### src/rtl/music_fx_pkg.sv
// Shared types and helpers for the music effects engine.
package music_fx_pkg;

    localparam int unsigned OCT_SEL_W   = 2;
    localparam int unsigned TREM_RATE_W = 4;

    typedef enum logic [1:0] {
        MODE_PASS,
        MODE_DN,
        MODE_UP
    } mode_e;

    // Bit index of the LFO counter used as the tremolo gate; higher rate picks a lower (faster) bit.
    function automatic int unsigned lfo_tap(input logic [TREM_RATE_W-1:0] rate,
                                            input int unsigned             lfo_w);
        return lfo_w - 1 - 32'(rate);
    endfunction

endpackage

### src/rtl/music_fx_engine_period_meter.sv
// Half-period meter and octave-up pulse generator driven by synchronised tone edges.
module period_meter #(
    parameter int unsigned PER_W = 16
) (
    input  logic clk,
    input  logic rst_n,
    input  logic ena,
    input  logic ts_edge,
    output logic up,
    output logic period_vld
);

    localparam logic [PER_W-1:0] HP_MAX = '1;
    localparam logic [PER_W-1:0] HP_ONE = PER_W'(1);

    logic [PER_W-1:0] hp_cnt;
    logic [PER_W-1:0] hp_meas;
    logic [PER_W-1:0] q_cnt;
    logic [1:0]       edges;

    always_ff @(posedge clk) begin
        if (!rst_n) begin
            hp_cnt     <= '0;
            hp_meas    <= '0;
            q_cnt      <= '0;
            edges      <= '0;
            up         <= 1'b0;
            period_vld <= 1'b0;
        end else if (ena) begin
            if (ts_edge) begin
                // An edge takes priority over saturation; the pulse uses the previous measurement.
                hp_cnt  <= '0;
                hp_meas <= (hp_cnt == HP_MAX) ? HP_MAX : hp_cnt + HP_ONE;
                if (edges != 2'd2) edges <= edges + 2'd1;
                if (edges != 2'd0) period_vld <= 1'b1;
                if (period_vld) begin
                    up    <= 1'b1;
                    q_cnt <= hp_meas >> 1;
                end
            end else begin
                if (hp_cnt != HP_MAX) hp_cnt <= hp_cnt + HP_ONE;
                if (hp_cnt >= HP_MAX - HP_ONE) begin
                    period_vld <= 1'b0;
                    edges      <= '0;
                    up         <= 1'b0;
                    q_cnt      <= '0;
                end else if (up) begin
                    if (q_cnt <= HP_ONE) begin
                        up    <= 1'b0;
                        q_cnt <= '0;
                    end else begin
                        q_cnt <= q_cnt - HP_ONE;
                    end
                end
            end
        end
    end

endmodule

### src/rtl/music_fx_engine.sv
// Tone effects stage: octave-down divider, octave-up doubler and LFO tremolo on one square-wave tone.
module music_fx_engine
    import music_fx_pkg::*;
#(
    parameter int unsigned PER_W = 16,
    parameter int unsigned OCT_N = 3,
    parameter int unsigned LFO_W = 20
) (
    input  logic                   clk,
    input  logic                   rst_n,
    input  logic                   ena,
    input  logic                   tone_i,
    input  logic [OCT_SEL_W-1:0]   oct_dn_sel,
    input  logic                   oct_up_ena,
    input  logic                   trem_ena,
    input  logic [TREM_RATE_W-1:0] trem_rate,
    output logic                   out_o,
    output logic                   trem_o,
    output logic                   period_vld
);

    logic             tone_s1;
    logic             ts;
    logic             ts_d;
    logic [OCT_N-1:0] dn_cnt;
    logic [LFO_W-1:0] lfo_cnt;
    logic [LFO_W-1:0] lfo_sh;
    logic             ts_edge;
    logic             ts_rise;
    logic             up;
    logic             dn_tap;
    logic             lfo;
    logic             mux;
    mode_e            mode;
    int unsigned      sel_k;

    assign ts_edge = ts ^ ts_d;
    assign ts_rise = ts & ~ts_d;

    period_meter #(
        .PER_W(PER_W)
    ) u_period_meter (
        .clk        (clk),
        .rst_n      (rst_n),
        .ena        (ena),
        .ts_edge    (ts_edge),
        .up         (up),
        .period_vld (period_vld)
    );

    always_comb begin
        mode = MODE_PASS;
        if (oct_dn_sel != '0) mode = MODE_DN;
        else if (oct_up_ena)  mode = MODE_UP;

        // Selections beyond the divider depth fall back to the deepest stage.
        sel_k  = (32'(oct_dn_sel) > OCT_N) ? OCT_N : 32'(oct_dn_sel);
        dn_tap = dn_cnt[OCT_N-1];
        for (int unsigned i = 0; i < OCT_N; i++) begin
            if (i + 1 == sel_k) dn_tap = dn_cnt[i];
        end

        lfo_sh = lfo_cnt >> lfo_tap(trem_rate, LFO_W);
        lfo    = lfo_sh[0];

        case (mode)
            MODE_DN: mux = dn_tap;
            MODE_UP: mux = up;
            default: mux = ts;
        endcase
    end

    always_ff @(posedge clk) begin
        if (!rst_n) begin
            tone_s1 <= 1'b0;
            ts      <= 1'b0;
            ts_d    <= 1'b0;
            dn_cnt  <= '0;
            lfo_cnt <= '0;
            out_o   <= 1'b0;
            trem_o  <= 1'b0;
        end else if (ena) begin
            tone_s1 <= tone_i;
            ts      <= tone_s1;
            ts_d    <= ts;
            if (ts_rise) dn_cnt <= dn_cnt + 1'b1;
            lfo_cnt <= lfo_cnt + 1'b1;
            out_o   <= mux;
            trem_o  <= trem_ena ? (mux & lfo) : mux;
        end else begin
            out_o  <= 1'b0;
            trem_o <= 1'b0;
        end
    end

endmodule
### config.mk
export PLATFORM = sky130hd
export DESIGN_NAME = music_fx_engine
export DESIGN_NICKNAME = d
export VERILOG_FILES = /design/src/rtl/music_fx_pkg.sv /design/src/rtl/music_fx_engine_period_meter.sv /design/src/rtl/music_fx_engine.sv
export SDC_FILE = /design/constraint.sdc
export NUM_CORES = 1
export LEC_CHECK = 0
export CORE_MARGIN = 10
export CORE_UTILIZATION = 36
export CTS_CLUSTER_DIAMETER = 120
export CTS_CLUSTER_SIZE = 14
export DETAILED_ROUTE_END_ITERATION = 6
export PLACE_DENSITY_LB_ADDON = 0.08
export SYNTH_ARGS = -nofsm -noshare
export SYNTH_HDL_FRONTEND = slang
export SYNTH_SLANG_ARGS = --single-unit
### constraint.sdc
create_clock -name clk -period 6 [get_ports clk]
set_clock_uncertainty 0.2 [all_clocks]
set_input_delay 1.2 -clock clk [delete_from_list [all_inputs] [get_ports clk]]
set_output_delay 1.2 -clock clk [all_outputs]
set_load 0.01 [all_outputs]
After elaboration in Yosys (flattened, before gate mapping)
Cells that the tools add are included.

Add/sub/neg operators: 6. Multiply operators: 0. Divide/modulo/power cells: 0. Order comparisons: 2. Equality and inequality tests: 11. Shifts and indexed selects: 1. Multiplexer cells: 26. Bitwise gates (word level): 4. Reductions and logical operators: 13.

Operator list (count): $mux 16 (8); $shr 20x32->1 (1); $add 20x1->20 const B (1); $add 16x1->16 const B (1); $eq 16x16->1 const B (1); $ge 16x16->1 const B (1); $le 16x1->1 const B (1); $ne 16x16->1 const B (1); $sub 16x1->16 const B (1); $mux 1 (12); $mux 2 (5); $reduce_and 2->1 (5); $reduce_and 3->1 (3); $reduce_bool 2->1 (4); $ne 2x1->1 const B (3); $sub 5x4->6 const A (1); $eq 2x2->1 const A (2); $add 3x1->3 const B (1); $reduce_bool 3->1 (1); $add 2x1->2 const B (1); $and 1x1->1 (2); $eq 1x2->1 const A (1); $eq 2x1->1 const B (1); $eq 2x2->1 const B (1); 4 further kinds (4).

Bits in registers: 80. Bits in latches: 0. Bits in writable memories: 0. Memory bits (read-only): 0. Input port bits: 12. Word-level logic and storage cells: 76. Memories kept: 0.

Depth between registers and ports, before layout
Depth after elaboration: 7. Depth in mapped cells: 8. Mapped depth without buffers: 7.

By module
Synthesis repeated with hierarchy kept, for this count alone.

Cells, all modules: 518. Area total of the unflattened synthesis: 4314.1 um^2.

Modules (own cells, without submodules): period_meter (times used 1, cells each 363, area an instance 2876.5 um^2, sequential area each 1021.0 um^2); music_fx_engine (times used 1, cells each 155, area an instance 1437.6 um^2, sequential area each 560.5 um^2).

Worst setup path after synthesis
OpenSTA, ideal clock, no wires.

Path kind: in2reg. Start: in trem_rate[0]. End: reg trem_o. Library setup time: 0.115 ns. Arrival time: 2.534 ns. Path slack: 3.151 ns. Stages: 6. Cell sequence: clkbuf_1 -> mux4_2 -> nor2b_1 -> mux2i_1 -> o221ai_1 -> and3_1.

Word-level cells in the longest chain between the ends: 4.

Ends and longest elaborated chain: start: declaration (RTL line music_fx_engine.sv:16) `input logic [TREM_RATE_W-1:0] trem_rate,`; $sub 5x4->6 (RTL line music_fx_pkg.sv:16) `return lfo_w - 1 - 32'(rate);`; $shr 20x32->1 (RTL line music_fx_engine.sv:63) `lfo_sh = lfo_cnt >> lfo_tap(trem_rate, LFO_W);`; $and 1x1->1 (RTL line music_fx_engine.sv:89) `trem_o <= trem_ena ? (mux & lfo) : mux;`; $mux 1 (RTL line music_fx_engine.sv:89); end signal: assignment (RTL line music_fx_engine.sv:89); end: declaration (RTL line music_fx_engine.sv:18) `output logic trem_o,`.

No other way between the ends. A chain may end at the register's enable or synchronous reset.

==> summary.md <==
| Metric | Value |
|---|---|
| Fmax | 315 MHz |
| Post-CTS sizing | 0 |
| Core footprint | between 0.01 and 0.015 mm2 |
| Cell Area, Synth | 0.00419 mm2 |
| First-pass GRT wire length | between 15 and 20 mm |
| Post CTS Setup Buffer Count | 0 |
| Seq cells post-synth | roughly 80 |
| Most common cell after layout, fill and taps aside | dfxtp_1 |
| Critical Path Max Stage Delay | 0.45 ns |
| Peak VDD IR | 0.181 mV |
| CTS sink count | between 70 and 80 |
| Detail Placement HPWL | roughly 7.5 mm |
| CTS Buf Count | 9 |
| Placer Congestion | 0.827 |
| EDFF count, synth | 0 |
| Switching pwr | 0.298 mW |
| Power per cell area | between 200 and 300 mW/mm2 |
| Post-layout instance area | ~0.0047 mm2 |
| Most frequent cells in the layout | 79 x dfxtp_1, 49 x nor2_1, 42 x a21oi_1 |
| Number of max-cap violations | 0 |
| Final Core Density | about two fifths |
| Sequential share of the synthesized area | a little under two fifths |
| Worst-Margin Slew | a little under 1 ns |
| Wire per inst | approximately 17 um |
| CTS tree | done |
| Crit-path slowest cell | clkdlybuf4s50_1 |
| Syn. warnings | 0 |
| CP max FO | 29 |
| Clk network pwr share | 45.2% |
| # nets final | slightly above 500 |
| Iter 0 DRT Violations | 284 |
| CP Data Arrival Time | 3.24 ns |
| Netlist cell types | slightly below 60 |
| Most used DFF post-synth | dfxtp_1 |
| Non-Filler Instances | roughly 650 |
| Starting density of the core | 36.7% |
| Initial DRT Pass Iterations | 4 |
| Fin crit period | approximately 3.2 ns |
| Number of I/O port buffers | 14 |
| Relative slew slack | 33.8% |
| Die area | around 0.016 mm2 |
| Worst path cell trace | clkdlybuf4s50_1 -> buf_4 -> and4_1 -> nand4_1 -> or3_1 -> a21oi_1 |
| Leak | about 1.8 nW |
| Share of post-route cells with drive strength above 1 | 7.17% |
| Min-Delay Path Class | reg -> reg |
| Final worst setup slack | ~2.8 ns |
| Setup TNS | 0 ns |
| FFs w/ async S/R, synth | 0% |
| Yosys top cell by area | dfxtp_1 |
| FP Rows | 39 |
| Worst-path clk slew | 0.06 ns |
| Placed insts | between 600 and 700 |
| Final Slew Violations | 0 |
| Vias in the first global route | about 3,500 |
| Ranking of synthesized cells by area | dfxtp_1 38%, a21oi_1 5.0%, nor2_1 4.4% |
| Fin crit share | between 50% and 60% |
| Die span in y | about 130 um |
| DP Worst Slack | between 2 and 2.5 ns |
| Initial antenna violation count | 0 |
| Vias | roughly 3,700 |
| Hold WS | about 0.28 ns |
| Syn-to-layout area delta | 12.3% |
| Die X | around 130 um |
| Unrepaired setup endpoints after global routing | false |
| Avg Inst Size Synth | 8.43 um2 |
| Clock latency on the worst-skew pair | approximately 0.34 ns |
| Setup Crit Path Kind | in -> reg |
| Gr usage total | 13.7% |
| Overall Power | ~1.2 mW |
| Setup Viol. Count Final | 0 |
| DRC | 0 |
| Post-synth top area share | a little under two fifths |
| Combinational Power Share | a little under a tenth |
| Final wirelength | 10.7 mm |
| Total grt overflow | 0 |
| Proportion of power drawn by flip-flops and latches | a little under half |
| Worst setup EP type | register |
| Critical path launch point type | primary input |
| Post-synthesis instance total | about 500 |
| Critical Path RT | between 6 and 7 ns |
| Antenna cells | 0 |
| # fillers | between 1,000 and 1,500 |
| Post-Syn Nets | between 500 and 600 |
| Hold Vio Cnt, Final | 0 |
| Placed cell area | between 0.004 and 0.005 mm2 |
| # IOs | 15 |
| Hold_buf cts | 0 |
| Outcome | complete, no violations |
| Longest Clk Path Bufs | 2 |
| Largest net degree at the start of global routing | 39 |
| Maximum level of the CTS H-tree | 3 |
| Switching part of the total | about a quarter |
| Buffer type at the clock tree root | clkbuf_16 |
| Post-DRT Antenna Nets | 0 |
| Avg Vias per Cell | roughly 5.7 |
| Internal power | ~0.90 mW |
-- logic make-up after synthesis --
group	count (synthesis)	share of synthesized area [%]
AOI/OAI and AO/OA	138	21.4
buffers and inverters	46	4.51
adders and majority gates	10	2.99
DFF	79	37.7
muxes	13	4.93
and+or+nand+nor	187	23.4
xor gates and xnor gates	24	5.01
-- synthesized netlist by cell type, types with 3 or more instances --
cell        n
o2bb2ai_1   6
o21a_1      4
clkbuf_1   15
buf_1       3
dfxtp_1    79
a21oi_1    42
ha_1       10
xor2_1     16
and3_1     10
or3_1      11
inv_1      17
nor2_1     49
mux2i_1     6
nor4_1      4
or4_1       4
a211o_1     3
a31oi_1     5
a32oi_1     7
xnor2_1     8
nand2_1    36
mux4_2      6
o21ai_0    35
a22oi_1     4
and2_1      5
nand3_1    19
nor2b_1     5
o22ai_1     8
nand4_1    12
a2bb2oi_1   3
and4_1      5
nor3b_1     3
nor3_1     15
buf_2       9
nor3_2      3
-- state kept, by name, summed over array words and instances, names as in the netlist, 2 cells and up --
signal / count
u_period_meter.hp_meas: 15
u_period_meter.q_cnt: 16
u_period_meter.edges: 2
u_period_meter.hp_cnt: 16
dn_cnt: 3
lfo_cnt: 20
-- critical path, delay by kind of cell --
family,cells,cell delay (ns)
compound gates,1,0.14
simple gates,3,1.12
buf+inv,2,0.76
-- layer usage --
| layer | GRT usage [%] | share of wire (%) | wire, um | vias to the layer above |
|---|---|---|---|---|
| met4 | 4.11 | 1.5 | 163 | 0 |
| met2 | 20.7 | 46 | 4950 | 48 |
| met3 | 3.80 | 3.2 | 343 | 15 |
| li1 | - | - | - | 1829 |
| met5 | 0 | 0 | 0 | - |
| met1 | 18.4 | 49 | 5280 | 1760 |
-- power by group through the flow --
stage                     Clock [mW]  Sequential (mW)  Combinational (mW)
after floorplan                    0            0.550              0.0830
after global placement             0            0.553               0.115
after detailed placement           0            0.553               0.115
after CTS                      0.558            0.541               0.115
after global routing           0.576            0.543               0.129
final                          0.542            0.541               0.115
-- final cells by class --
cell class | instances | area (um2) | area share (%)
clock buffers | 10 | 229 | 4.87
clock inverters | 6 | 61.3 | 1.30
inverters | 17 | 63.8 | 1.36
multi-input cells | 372 | 2420 | 51.4
flip-flops and latches | 79 | 1580 | 33.6
well taps | 143 | 179 | 3.80
repair buffers | 18 | 170 | 3.62
-- worst paths after layout --
check / start / end / slack (ns) / cells after the start
worst max-delay path: ena / lfo_cnt[12]$_SDFFE_PN0P_ / 2.83 / 6
worst min-delay path: u_period_meter.q_cnt[4]$_SDFFE_PN0P_ / u_period_meter.q_cnt[4]$_SDFFE_PN0P_ / 0.28 / 2
worst max register to register: u_period_meter.hp_cnt[0]$_SDFFE_PN0P_ / u_period_meter.q_cnt[9]$_SDFFE_PN0P_ / 3.28 / 8
worst min register to register: u_period_meter.q_cnt[4]$_SDFFE_PN0P_ / u_period_meter.q_cnt[4]$_SDFFE_PN0P_ / 0.28 / 2
No activity file was read; power rests on OpenSTA's default activity.
